<file path="src/rtl/bdpsk_demod.sv">
// Binary differential PSK demodulator: one carrier period per symbol, correlated
// against a square-wave reference; a phase reversal between symbols decodes as 1.
module bdpsk_demod #(
    parameter logic [15:0] AMP_THRESH = 16'd2048
) (
    input  logic       clk,
    input  logic       reset_n,
    input  logic       sync,
    input  logic       sample_valid,
    input  logic [7:0] sample,
    output logic       bit_valid,
    output logic       bit_out,
    output logic       low_amp,
    output logic       locked
);

    localparam logic [1:0] IDLE  = 2'd0;
    localparam logic [1:0] ACQ   = 2'd1;
    localparam logic [1:0] TRACK = 2'd2;

    logic [1:0]         state_q, state_d;
    logic [6:0]         cnt_q, cnt_d;
    logic signed [15:0] acc_q, acc_d;
    logic               prev_sign_q, prev_sign_d;
    logic               bit_valid_q, bit_valid_d;
    logic               bit_out_q, bit_out_d;
    logic               low_amp_q, low_amp_d;

    logic signed [8:0]  s9;
    logic signed [15:0] s16;
    logic signed [15:0] term;
    logic signed [15:0] acc_sum;
    logic [15:0]        mag;
    logic               sym_sign;
    logic               sym_low;

    // Offset-128 sample to signed; 9-bit wrap of the subtraction gives -128..127.
    assign s9       = $signed({1'b0, sample} - 9'd128);
    assign s16      = {{7{s9[8]}}, s9};
    assign term     = cnt_q[6] ? -s16 : s16;
    assign acc_sum  = acc_q + term;
    assign sym_sign = acc_sum[15];
    assign mag      = acc_sum[15] ? 16'(-acc_sum) : 16'(acc_sum);
    assign sym_low  = (mag < AMP_THRESH);

    always_comb begin
        state_d     = state_q;
        cnt_d       = cnt_q;
        acc_d       = acc_q;
        prev_sign_d = prev_sign_q;
        bit_valid_d = 1'b0;
        bit_out_d   = bit_out_q;
        low_amp_d   = low_amp_q;

        if (sync) begin
            // A coincident sample opens the new symbol as index 0 (always added).
            state_d = ACQ;
            if (sample_valid) begin
                acc_d = s16;
                cnt_d = 7'd1;
            end else begin
                acc_d = '0;
                cnt_d = '0;
            end
        end else if (sample_valid) begin
            if (state_q == IDLE) begin
                state_d = ACQ;
            end
            if (cnt_q == 7'd127) begin
                acc_d     = '0;
                cnt_d     = '0;
                low_amp_d = sym_low;
                if (state_q == TRACK) begin
                    bit_valid_d = 1'b1;
                    bit_out_d   = sym_sign ^ prev_sign_q;
                    prev_sign_d = sym_sign;
                end else if (!sym_low) begin
                    prev_sign_d = sym_sign;
                    state_d     = TRACK;
                end
            end else begin
                acc_d = acc_sum;
                cnt_d = cnt_q + 7'd1;
            end
        end
    end

    always_ff @(posedge clk or negedge reset_n) begin
        if (!reset_n) begin
            state_q     <= IDLE;
            cnt_q       <= '0;
            acc_q       <= '0;
            prev_sign_q <= 1'b0;
            bit_valid_q <= 1'b0;
            bit_out_q   <= 1'b0;
            low_amp_q   <= 1'b0;
        end else begin
            state_q     <= state_d;
            cnt_q       <= cnt_d;
            acc_q       <= acc_d;
            prev_sign_q <= prev_sign_d;
            bit_valid_q <= bit_valid_d;
            bit_out_q   <= bit_out_d;
            low_amp_q   <= low_amp_d;
        end
    end

    assign bit_valid = bit_valid_q;
    assign bit_out   = bit_out_q;
    assign low_amp   = low_amp_q;
    assign locked    = (state_q == TRACK);

endmodule

</file>
<file path="config.mk">
export PLATFORM = sky130hd
export DESIGN_NAME = bdpsk_demod
export DESIGN_NICKNAME = d
export VERILOG_FILES = /design/src/rtl/bdpsk_demod.sv
export SDC_FILE = /design/constraint.sdc
export NUM_CORES = 1
export LEC_CHECK = 0
export ABC_CLOCK_PERIOD_IN_PS = 3000
export CORE_MARGIN = 1
export CORE_UTILIZATION = 40
export CTS_CLUSTER_DIAMETER = 120
export CTS_CLUSTER_SIZE = 14
export DETAILED_ROUTE_END_ITERATION = 8
export PLACE_DENSITY = 0.59
export SYNTH_ARGS = -nofsm -noshare
export SYNTH_HDL_FRONTEND = slang
export SYNTH_SLANG_ARGS = --single-unit
</file>
<file path="constraint.sdc">
create_clock -name clk -period 3 [get_ports clk]
set_input_delay 0.3 -clock clk [delete_from_list [all_inputs] [get_ports clk]]
set_output_delay 0.3 -clock clk [all_outputs]
set_load 0.005 [all_outputs]
</file>
==> summary.md, run 1 <==
| Metric | Value |
|---|---|
| Outcome | `complete, but fails checks` |
| Failing checks | `setup timing` |
| Maximum clock rate | `between 200 and 300 MHz` |
| Critical path type | `input port to flip-flop` |
| Largest net degree at the start of global routing | `30` |
| Ys flop type | `dfrtp_1` |
| DR vias/cell | `5.54` |
| Slew Limit Fails | `0` |
| Clk_lat worst skew | `approximately 0.28 ns` |
| Starting Density | `0.417` |
| Layout cells sized above 1 | `0.422` |
| Final WL | `about 7.7 mm` |
| Hold Path Sink | `acc_q[1]$_DFFE_PN0P_` |
| Dpl cells | `around 450` |
| Mapped Cells | `between 300 and 400` |
| Placer's final routability congestion estimate | `around 0.83` |
| Hold Path Origin | `sample[1]` |
| Final hold vios | `0` |
| CTS tree | `done` |
| Global route total overflow | `0` |
| Leading cell type in the layout, fill and taps excluded | `buf_4` |
| Slew HR | `0.389` |
| Ys async rst share | `1.00` |
| Startpoint Class | `input port` |
| Net Sw Frac | `0.364` |
| R2R Setup Slk | `-0.28 ns` |
| Clk root buf | `clkbuf_8` |
| Setup violators final | `7` |
| Clock Skew | `~0.0072 ns` |
| Part of the power in registers | `0.221` |
| Gr usage total | `0.254` |
| Cell Area, Placed | `between 0.003 and 0.004 mm²` |
| Synth Net Count | `between 300 and 400` |
| Post-synth EDFFs | `0` |
| Final ANT Viol Nets | `0` |
| Std cell rows | `28` |
| Placement-stage worst setup slack | `-1.17 ns` |
| Critical path endpoint category | `flip-flop` |
| Die Ht | `80.8 µm` |
| Syn-to-layout area delta | `57.6%` |
| Required @ worst endpoint | `roughly 3.2 ns` |
| Post-Layout Inst Area | `roughly 0.0039 mm²` |
| Synthesized cell area | `between 0.002 and 0.0025 mm²` |
| Average size of a mapped cell | `8.26 µm²` |
| Final period util | `1.13` |
| #FFs+latches synth | `29` |
| Vias in the first global route | `~2700` |
| Clock Path Buffers | `2` |
| Arrival @ worst endpoint | `3.57 ns` |
| NetSw | `about 760 µW` |
| WL per Instance | `about 16 µm` |
| Comb power frac | `0.575` |
| Multi-input logic area | `around 0.0021 mm²` |
| Die Width | `80.8 µm` |
| VDD IR max | `around 0.00030 V` |
| Drt pass-1 iters | `4` |
| Slew @ Worst Pin | `just over 0.9 ns` |
| Final Worst Setup Slack | `-0.396 ns` |
| H-tree depth | `2` |
| Port bufs | `15` |
| Crit path from | `sample[0]` |
| RSZ-0062 raised after global routing | `yes` |
| Hold Crit Class | `input port to flip-flop` |
| Yosys warns | `0` |
| Reg2reg start | `cnt_q[6]$_DFFE_PN0P_` |
| Power per cell area | `536 mW/mm²` |
| Num CTS Buffers | `5` |
| Register area share after synthesis | `0.292` |
| Clock transition at path regs | `0.07 ns` |
| Hold-fix buffer count after cts | `0` |
| Reg-to-Reg End | `state_q[1]$_DFFE_PN0P_` |
| Residual DRC | `0` |
| First-pass GRT wire length | `roughly 13 mm` |
| Synth cell types | `56` |
| Antenna diodes | `0` |
| Reg2Reg Depth | `11` |
| Vias | `roughly 2600` |
| Leak | `0.00172 µW` |
| Die area | `between 0.006 and 0.007 mm²` |
| CP Max Fanout | `4` |
| Total power | `between 2000 and 2500 µW` |
| Total Nets Final | `between 400 and 500` |
| Post-Layout Cell Count | `478` |
| Period minus WS final | `3.40 ns` |
| Clk network pwr share | `0.204` |
| Internal | `approximately 1300 µW` |
| Reg area | `a little over 700 µm²` |
| Clock Sinks | `29` |
| # fillers | `495` |
| Core Box Area | `between 0.005 and 0.006 mm²` |
| Detailed Place HPWL | `roughly 5.4 mm` |
| Initial antenna violation count | `0` |
| Hold Path Stages | `4` |
| Setup TNS Final | `-1.32 ns` |
| Max Cap Viol | `0` |
| IO Pins | `16` |
| Most frequent cells in the layout | `buf_4 (88), nand2_1 (35), dfrtp_1 (28)` |
| Iter 0 DRT Violations | `roughly 110` |
-- flip-flops by register name (all words and copies together) (netlist names) --
register / cells
prev_sign_q: 1
bit_valid: 1
cnt_q: 7
acc_q: 16
state_q: 2
low_amp: 1
bit_out: 1
-- critical path: stages --
cell and delay (ns):
buf_12 0.11, inv_12 0.04, ha_4 0.12, nand2_2 0.04, or3_4 0.35, o211ai_1 0.20, buf_4 0.19, nand2_4 0.07
ha_4 0.24, a21oi_4 0.17, o22ai_2 0.11, or3_4 0.35, o41ai_4 0.41, nor2_2 0.09, or4_4 0.56, a22o_1 0.20
-- cell families (layout without fill, tap and decap cells) --
logic type / count (synthesis) / in the layout / share of synthesized area
flops: 29 / 29 / 0.292
mux: 2 / 2 / 0.00806
fa+ha+maj: 21 / 21 / 0.109
simple gates: 105 / 105 / 0.209
xor+xnor: 20 / 20 / 0.0735
buf+inv: 22 / 124 / 0.0337
compound gates: 102 / 102 / 0.275
-- area by class of cell --
class | instances | share of cell area
clock inverters | 1 | 0.00767
flip-flops and latches | 29 | 0.186
inverters | 10 | 0.0141
repair buffers | 106 | 0.214
well taps | 75 | 0.0240
multi-input cells | 250 | 0.532
clock buffers | 7 | 0.0221
-- per-stage QoR --
stage	hold WS, ns	utilization
3_5_place_dp	0.489	0.556
6_report	0.372	0.657
5_1_grt	0.401	0.657
3_3_place_gp	0.482	0.556
2_1_floorplan	0.00441	-
4_1_cts	0.416	0.640
-- power groups by stage --
stage / Combinational [µW] / Clock [µW] / Sequential, µW
floorplan: 531 / 0 / 457
global placement: 921 / 0 / 466
detailed placement: 927 / 0 / 467
CTS: 1120 / 434 / 463
global route: 1300 / 450 / 469
finish: 1210 / 428 / 464
-- layer usage --
layer  part of all wire  global-route usage
met4              0.033               0.104
met2               0.48               0.438
met3              0.024              0.0360
met1               0.46               0.318
met5                  0                   0
-- Yosys cell counts, drive strengths merged (2+ instances only) --
| cell type | instances | share of area |
|---|---|---|
| nand2 | 42 | 0.063 |
| o21ai | 30 | 0.060 |
| dfrtp | 29 | 0.29 |
| a21oi | 22 | 0.046 |
| nor2 | 21 | 0.033 |
| ha | 20 | 0.10 |
| xnor2 | 14 | 0.052 |
| clkbuf | 10 | 0.015 |
| inv | 10 | 0.015 |
| a22oi | 9 | 0.027 |
| nand3 | 9 | 0.018 |
| o211ai | 7 | 0.021 |
| a21o | 6 | 0.018 |
| and3 | 6 | 0.015 |
| xor2 | 6 | 0.021 |
| or3 | 5 | 0.013 |
| a31oi | 4 | 0.010 |
| nand4 | 4 | 0.010 |
| a211oi | 3 | 0.0091 |
| a41oi | 3 | 0.011 |
| nand2b | 3 | 0.0076 |
| nor3 | 3 | 0.0060 |
| or4 | 3 | 0.012 |
| a2bb2oi | 2 | 0.0071 |
| and2 | 2 | 0.0050 |
| buf | 2 | 0.0035 |
| mux2i | 2 | 0.0081 |
| nor4 | 2 | 0.0076 |
| o21a | 2 | 0.0060 |
| o22ai | 2 | 0.0050 |
| o31ai | 2 | 0.0060 |
| o41ai | 2 | 0.018 |
| or2 | 2 | 0.0050 |
-- how the worst max path moves through the flow --
stage,endpoint,slack [ns]
4_1_cts,state_q[1]$_DFFE_PN0P_,-0.38
6_report,state_q[1]$_DFFE_PN0P_,-0.40
3_5_place_dp,state_q[1]$_DFFE_PN0P_,-1.17
2_1_floorplan,state_q[1]$_DFFE_PN0P_,-0.38
5_1_grt,state_q[1]$_DFFE_PN0P_,-0.49
3_3_place_gp,state_q[1]$_DFFE_PN0P_,-1.30
-- timing repair --
item | in CTS | in global routing
pin swaps | 41 | 27
setup buffers | 14 | 5
endpoints found under the setup margin | 13 | 12
gates resized for setup | 74 | 26
No activity file was read; power rests on OpenSTA's default activity.
==> run 2, diff against run 1 <==
- DONT_BUFFER_PORTS: unset -> 1
- PLACE_DENSITY: 0.59 -> 0.55
==> run 2 against run 1 <==
Via count down 3.0%. Highest routed layer unchanged. Die area stayed put. The run still ends with setup timing left. Total power down 10%. Maximum frequency increased by 6.5%. First-iteration DRC count is 1.9% lower. Critical path type unchanged. Worst setup slack improved by 0.21 ns.
==> summary.md, run 2 (same netlist as run 1, synthesis figures left out) <==
| Metric | Value |
|---|---|
| Outcome | `complete, but fails checks (unchanged)` |
| Failing checks | `setup timing (unchanged)` |
| VDD IR max | `0.000309 V (was 0.000298 V)` |
| Final Worst Setup Slack | `-0.188 ns (was -0.396 ns)` |
| Initial antenna violation count | `0 (unchanged)` |
| Most frequent cells in the layout | `buf_4 (77), nand2_1 (36), dfrtp_1 (28) (was buf_4 (88), nand2_1 (35), dfrtp_1 (28))` |
| Die Width | `80.8 µm (unchanged)` |
| Num CTS Buffers | `5 (unchanged)` |
| Arrival @ worst endpoint | `3.36 ns (was 3.57 ns)` |
| Clk root buf | `clkbuf_8 (unchanged)` |
| Detailed Place HPWL | `5.41 mm (was 5.44 mm)` |
| Core Box Area | `0.00596 mm² (unchanged)` |
| CP Max Fanout | `7 (was 4)` |
| Setup TNS Final | `-0.623 ns (was -1.32 ns)` |
| Die area | `0.00653 mm² (unchanged)` |
| Clock Sinks | `29 (unchanged)` |
| Power per cell area | `517 mW/mm² (was 536 mW/mm²)` |
| Slew @ Worst Pin | `0.757 ns (was 0.914 ns)` |
| Routed length on met2 | `3.75 mm (was 3.71 mm)` |
| Setup violators final | `4 (was 7)` |
| Drt pass-1 iters | `4 (unchanged)` |
| Placer's final routability congestion estimate | `0.873 (was 0.825)` |
| Required @ worst endpoint | `3.17 ns (about the same)` |
| Starting Density | `0.417 (unchanged)` |
| Startpoint Class | `input port (unchanged)` |
| Residual DRC | `0 (unchanged)` |
| Clock transition at path regs | `0.07 ns (about the same)` |
| Port bufs | `0 (was 15)` |
| NetSw | `696 µW (was 765 µW)` |
| Met3 wire len | `284 µm (was 182 µm)` |
| Leading cell type in the layout, fill and taps excluded | `buf_4 (unchanged)` |
| Final hold vios | `0 (unchanged)` |
| Vias | `2569 (was 2648)` |
| Part of the power in registers | `0.248 (was 0.221)` |
| Iter 0 DRT Violations | `105 (was 107)` |
| CTS tree | `done (unchanged)` |
| Slew HR | `0.494 (was 0.389)` |
| Clk network pwr share | `0.165 (was 0.204)` |
| DR top layer | `met4 (unchanged)` |
| Global route total overflow | `0 (unchanged)` |
| Clk_lat worst skew | `0.28 ns (about the same)` |
| WL per Instance | `16.5 µm (was 16.0 µm)` |
| H-tree depth | `2 (unchanged)` |
| RSZ-0062 raised after global routing | `yes (unchanged)` |
| Final ANT Viol Nets | `0 (unchanged)` |
| Critical path endpoint category | `flip-flop (unchanged)` |
| Largest regs | `acc_q: 16 flops, cnt_q: 7 flops, state_q: 2 flops (unchanged)` |
| Critical path type | `input port to flip-flop (unchanged)` |
| Antenna diodes | `0 (unchanged)` |
| Clock Path Buffers | `2 (unchanged)` |
| Slew Limit Fails | `0 (unchanged)` |
| Max Cap Viol | `0 (unchanged)` |
| Gr usage total | `0.248 (was 0.254)` |
| Maximum clock rate | `314 MHz (was 294 MHz)` |
| First-pass GRT wire length | `12.3 mm (was 12.7 mm)` |
| Final WL | `7.50 mm (was 7.66 mm)` |
| # fillers | `545 (was 495)` |
| Hold Crit Class | `input port to flip-flop (unchanged)` |
| Syn-to-layout area delta | `46.5% (was 57.6%)` |
| Reg with most FFs | `acc_q (unchanged)` |
| Layout cells sized above 1 | `0.388 (was 0.422)` |
| Vias in the first global route | `2579 (was 2691)` |
| M1 WL | `3.36 mm (was 3.52 mm)` |
| DR vias/cell | `5.63 (was 5.54)` |
| Die Ht | `80.8 µm (unchanged)` |
| Internal | `1190 µW (was 1330 µW)` |
| Leak | `0.00161 µW (was 0.00172 µW)` |
| Final period util | `1.06 (was 1.13)` |
| Layout Utilization | `0.611 (was 0.657)` |
| Period minus WS final | `3.19 ns (was 3.40 ns)` |
| Largest net degree at the start of global routing | `30 (unchanged)` |
| Max reg flops | `16 (unchanged)` |
| Total Nets Final | `413 (was 435)` |
| Comb power frac | `0.587 (was 0.575)` |
| Std cell rows | `28 (unchanged)` |
| IO Pins | `16 (unchanged)` |
| Net Sw Frac | `0.370 (was 0.364)` |
| Clock Skew | `0.00603 ns (was 0.00725 ns)` |
run 2: timing repair:
action	CTS	global route
hold buffers	2	0
setup endpoints to repair	8	8
pin swaps	26	18
endpoints found under the hold margin	29	0
resized for setup	40	13
setup buffers	17	8
run 2: area by class of cell:
type	instances	area, µm²	area share
Clock buffer	6	72.6	0.0199
Clock inverter	2	10.0	0.00275
Inverter	10	55.1	0.0151
Multi-Input combinational cell	250	2010	0.552
Sequential cell	29	727	0.200
Tap cell	75	93.8	0.0258
Timing Repair Buffer	84	673	0.185
run 2: worst max-delay path: stages:
cell	delay [ns]
nor2_4	0.11
buf_6	0.10
nand2_2	0.05
or3_4	0.35
ha_4	0.28
mux2i_4	0.08
ha_4	0.30
buf_12	0.12
buf_4	0.11
nand4_1	0.17
o211ai_1	0.32
a21o_1	0.19
nand3_2	0.09
or4_4	0.58
a22o_1	0.19
run 2: final timing paths:
path	from	to	slack (ns)	cells past startpoint
setup / recovery	sample[3]	state_q[1]$_DFFE_PN0P_	-0.19	15
hold / removal	sync	cnt_q[6]$_DFFE_PN0P_	0.08	1
setup reg to reg	cnt_q[6]$_DFFE_PN0P_	prev_sign_q$_DFFE_PN0P_	-0.18	13
hold reg to reg	cnt_q[5]$_DFFE_PN0P_	cnt_q[5]$_DFFE_PN0P_	0.50	1
max in group asynchronous	reset_n	cnt_q[6]$_DFFE_PN0P_	2.37	2
min in group asynchronous	reset_n	prev_sign_q$_DFFE_PN0P_	0.45	2
run 2: power groups by stage:
stage               clock (µW)  sequential (µW)  combinational [µW]
floorplan                    0              457                 531
global placement             0              465                 889
detailed placement           0              467                 888
CTS                        321              462                1050
global route               334              470                1200
finish                     311              466                1100
run 2: routing by layer:
layer | global-route usage | vias to the layer above
met1 | 0.315 | 1228
met2 | 0.434 | 52
met3 | 0.0438 | 13
met4 | 0.0589 | 0
li1 | - | 1276
met5 | 0 | -
run 2: metrics by stage:
step,hold WS [ns],worst slack [ns],area [µm²],power [µW],std cells
CTS,0.0621,-0.161,3510,1830,449
finish,0.0847,-0.188,3640,1880,456
global placement,0.00486,-0.716,3050,1350,422
detailed placement,0.00476,-0.720,3050,1350,422
global route,0.0656,-0.330,3640,2000,456
floorplan,0.00441,-0.377,2560,988,301
==> run 3, diff against run 2 <==
- ABC_AREA: unset -> 1
==> run 3 against run 2 <==
Synthesized area up 3.3%. The run now ends clean. Critical endpoint is now prev_sign_q$_DFFE_PN0P_. Die area up 3.2%. Cell area down 20%. Largest cell class unchanged. Critical path type is now flip-flop to flip-flop. Clock power about the same. Worst hold slack better by 0.0025 ns. Non-clock buffer count down 64. Core utilization down 13 points. Register-to-register slack better by 0.46 ns.
==> summary.md, run 3 <==
| Metric | Value |
|---|---|
| Outcome | `completed (was complete, but fails checks)` |
| CTS tree | `done (unchanged)` |
| Starting Density | `0.423 (was 0.417)` |
| Total power | `1630 µW (was 1880 µW)` |
| Total Nets Final | `442 (was 413)` |
| Antenna diodes | `0 (unchanged)` |
| Mapped Cells | `387 (was 301)` |
| Final WL | `6.50 mm (was 7.50 mm)` |
| Clk_lat worst skew | `0.27 ns (was 0.28 ns)` |
| Final Worst Setup Slack | `0.284 ns (was -0.188 ns)` |
| Clock Path Buffers | `2 (unchanged)` |
| Post-synth EDFFs | `0 (unchanged)` |
| Syn-to-layout area delta | `13.4% (was 46.5%)` |
| Register area share after synthesis | `0.283 (was 0.292)` |
| Most frequent cells in the layout | `nand2_1 (113), inv_1 (50), nor2_1 (43) (was buf_4 (77), nand2_1 (36), dfrtp_1 (28))` |
| Largest area contributor in the netlist | `dfrtp_1 (unchanged)` |
| Vias in the first global route | `2364 (was 2579)` |
| # fillers | `641 (was 545)` |
| Synth Net Count | `420 (was 334)` |
| Final hold vios | `0 (unchanged)` |
| Hold Path Sink | `cnt_q[4]$_DFFE_PN0P_ (was cnt_q[6]$_DFFE_PN0P_)` |
| Critical path endpoint category | `flip-flop (unchanged)` |
| Clock Skew | `0.00541 ns (was 0.00603 ns)` |
| Largest net degree at the start of global routing | `30 (unchanged)` |
| Leading cell type in the layout, fill and taps excluded | `nand2_1 (was buf_4)` |
| Initial antenna violation count | `0 (unchanged)` |
| IO Pins | `16 (unchanged)` |
| Synth top cells by count | `nand2_1 (114), inv_1 (51), nor2_1 (44) (was nand2_1 (42), dfrtp_1 (29), o21ai_0 (26))` |
| Reg2reg start | `cnt_q[6]$_DFFE_PN0P_ (unchanged)` |
| Drt pass-1 iters | `4 (unchanged)` |
| Num CTS Buffers | `5 (unchanged)` |
| Clk root buf | `clkbuf_8 (unchanged)` |
| Synth cell types | `34 (was 56)` |
| Clock transition at path regs | `0.06 ns (was 0.07 ns)` |
| Period minus WS final | `2.72 ns (was 3.19 ns)` |
| CP Buf/Inv Count | `2 (was 3)` |
| Placer's final routability congestion estimate | `0.820 (was 0.873)` |
| Layout cells sized above 1 | `0.139 (was 0.388)` |
| Most common cell in the netlist | `nand2_1 (unchanged)` |
| Placement-stage worst setup slack | `-0.0815 ns (was -0.720 ns)` |
| Cell family with most CP delay | `simple AND/OR/NAND/NOR gates (unchanged)` |
| Layout Utilization | `0.480 (was 0.611)` |
| Arrival @ worst endpoint | `2.88 ns (was 3.36 ns)` |
| Reg2Reg Depth | `20 (was 13)` |
| Slew Limit Fails | `0 (unchanged)` |
| Leak | `0.00153 µW (was 0.00161 µW)` |
| Reg-to-Reg End | `prev_sign_q$_DFFE_PN0P_ (unchanged)` |
| Vias | `2452 (was 2569)` |
| Detailed Place HPWL | `5.28 mm (was 5.41 mm)` |
| H-tree depth | `2 (unchanged)` |
| Die Width | `82.1 µm (was 80.8 µm)` |
| Max reg flops | `16 (unchanged)` |
| First-pass GRT wire length | `10.9 mm (was 12.3 mm)` |
| Hold Path Origin | `sync (unchanged)` |
| Required @ worst endpoint | `3.17 ns (about the same)` |
| Yosys warns | `0 (unchanged)` |
| Reg with most FFs | `acc_q (unchanged)` |
| WL per Instance | `13.4 µm (was 16.5 µm)` |
| CP max stage delay | `0.43 ns (was 0.58 ns)` |
| #FFs+latches synth | `29 (unchanged)` |
| Ys async rst share | `1.00 (unchanged)` |
| Std cell rows | `28 (unchanged)` |
| Maximum clock rate | `368 MHz (was 314 MHz)` |
| DR vias/cell | `5.07 (was 5.63)` |
| Iter 0 DRT Violations | `88 (was 105)` |
| Slew HR | `0.600 (was 0.494)` |
| CP max-delay cell | `dfrtp_2 (was or4_4)` |
| Cell Chain, Critical Path | `inv_2 > or2_2 > xor2_1 > ha_1 > nand2_2 > inv_1 > a21oi_2 > nand2_2 > nand2_2 > nand2_2 > nand2_1 > nand2_1 > nor2_1 > nand2_1 > nand2_1 > nand2_2 > nand2_2 > nand2_1 > nand2_1 > nand2_1 (was nor2_4 > buf_6 > nand2_2 > or3_4 > ha_4 > mux2i_4 > ha_4 > buf_12 > buf_4 > nand4_1 > o211ai_1 > a21o_1 > nand3_2 > or4_4 > a22o_1)` |
| Gr usage total | `0.217 (was 0.248)` |
| Startpoint Class | `flip-flop (was input port)` |
| Final period util | `0.905 (was 1.06)` |
| R2R Setup Slk | `0.28 ns (was -0.18 ns)` |
| Slew @ Worst Pin | `0.597 ns (was 0.757 ns)` |
| Hold Crit Class | `input port to flip-flop (unchanged)` |
| Die area | `0.00674 mm² (was 0.00653 mm²)` |
| Setup violators final | `0 (was 4)` |
| Top area cells in the synthesized netlist | `dfrtp_1 (28%), nand2_1 (17%), ha_1 (9.8%) (was dfrtp_1 (29%), ha_1 (10%), nand2_1 (6.3%))` |
| CP Max Fanout | `6 (was 7)` |
| VDD IR max | `0.000372 V (was 0.000309 V)` |
| Max Cap Viol | `0 (unchanged)` |
| Die Ht | `82.1 µm (was 80.8 µm)` |
| CP most frequent cell | `nand2_1 (was ha_4)` |
| Global route total overflow | `0 (unchanged)` |
| Average size of a mapped cell | `6.63 µm² (was 8.26 µm²)` |
| Power per cell area | `560 mW/mm² (was 517 mW/mm²)` |
| Residual DRC | `0 (unchanged)` |
| Ys flop type | `dfrtp_1 (unchanged)` |
| Top cell type's share of synthesized area | `0.283 (was 0.292)` |
| Core Box Area | `0.00606 mm² (was 0.00596 mm²)` |
| Largest regs | `acc_q: 16 flops, cnt_q: 7 flops, state_q: 2 flops (unchanged)` |
| Synthesized cell area | `0.00257 mm² (was 0.00248 mm²)` |
| Port bufs | `0 (unchanged)` |
| Final ANT Viol Nets | `0 (unchanged)` |
| Critical path type | `flip-flop to flip-flop (was input port to flip-flop)` |
| Clock Sinks | `29 (unchanged)` |
| Hold Path Stages | `1 (unchanged)` |
[run 3: stage by stage]
step	setup TNS [ns]	instance area [µm²]	hold slack [ns]	std cells
2_1_floorplan	0	2570	0.00441	387
3_3_place_gp	-0.111	2760	0.00533	474
3_5_place_dp	-0.116	2760	0.00504	474
4_1_cts	0	2880	0.0759	483
5_1_grt	-0.00930	2910	0.0799	484
6_report	0	2910	0.0873	484
[run 3: power by group]
| part | leakage (µW) | switching (µW) | internal [µW] |
|---|---|---|---|
| sequential | 0.000368 | 40.1 | 444 |
| combinational | 0.00112 | 498 | 334 |
| clock | 0.0000443 | 132 | 181 |
[run 3: layout make-up]
class                      count  area [µm²]  area share
timing repair buffer          20         165      0.0568
inverter                      54         203      0.0697
sequential                    29         727       0.250
multi-input combinational    299        1630       0.562
tap                           75        93.8      0.0323
clock buffer                   7        86.3      0.0297
[run 3: how the worst max path moves through the flow]
stage / from / endpoint / slack [ns] / cells after the start
after floorplan: sample[1] / prev_sign_q$_DFFE_PN0P_ / 0.25 / 24
after global placement: sample[0] / prev_sign_q$_DFFE_PN0P_ / -0.07 / 24
after detailed placement: sample[1] / prev_sign_q$_DFFE_PN0P_ / -0.08 / 22
after CTS: sample[1] / prev_sign_q$_DFFE_PN0P_ / 0.21 / 22
after global routing: sample[1] / prev_sign_q$_DFFE_PN0P_ / -0.009 / 25
final: cnt_q[6]$_DFFE_PN0P_ / prev_sign_q$_DFFE_PN0P_ / 0.28 / 20
[run 3: per-layer routing]
| layer | part of all wire | vias to the layer above | track usage |
|---|---|---|---|
| li1 | - | 1283 | - |
| met1 | 0.49 | 1123 | 0.294 |
| met2 | 0.45 | 36 | 0.358 |
| met3 | 0.039 | 10 | 0.0264 |
| met4 | 0.018 | 0 | 0.0702 |
| met5 | 0 | - | 0 |
[run 3: logic make-up (layout without fill, tap and decap cells)]
| group | after synthesis | after routing | share of synthesized area |
|---|---|---|---|
| and+or+nand+nor | 222 | 222 | 0.381 |
| buffers and inverters | 59 | 81 | 0.0897 |
| AOI/OAI and AO/OA | 46 | 46 | 0.107 |
| DFF | 29 | 29 | 0.283 |
| adders and majority gates | 21 | 21 | 0.105 |
| xor gates and xnor gates | 10 | 10 | 0.0341 |
[run 3: timing repair]
item / CTS / global route
endpoints found under the setup margin: 0 / 4
gates resized for setup: 0 / 9
hold buffers: 2 / 0
setup buffers: 0 / 1
endpoints found under the hold margin: 29 / 0
[run 3: worst reg2reg max path, stage by stage, from the launching register on]
cell and delay, ns:
dfrtp_2 0.43, inv_2 0.09, or2_2 0.31, xor2_1 0.14, ha_1 0.35, nand2_2 0.12
inv_1 0.06, a21oi_2 0.17, nand2_2 0.09, nand2_2 0.08, nand2_2 0.06, nand2_1 0.06
nand2_1 0.11, nor2_1 0.12, nand2_1 0.06, nand2_1 0.07, nand2_2 0.07, nand2_2 0.08
nand2_1 0.06, nand2_1 0.05, nand2_1 0.05
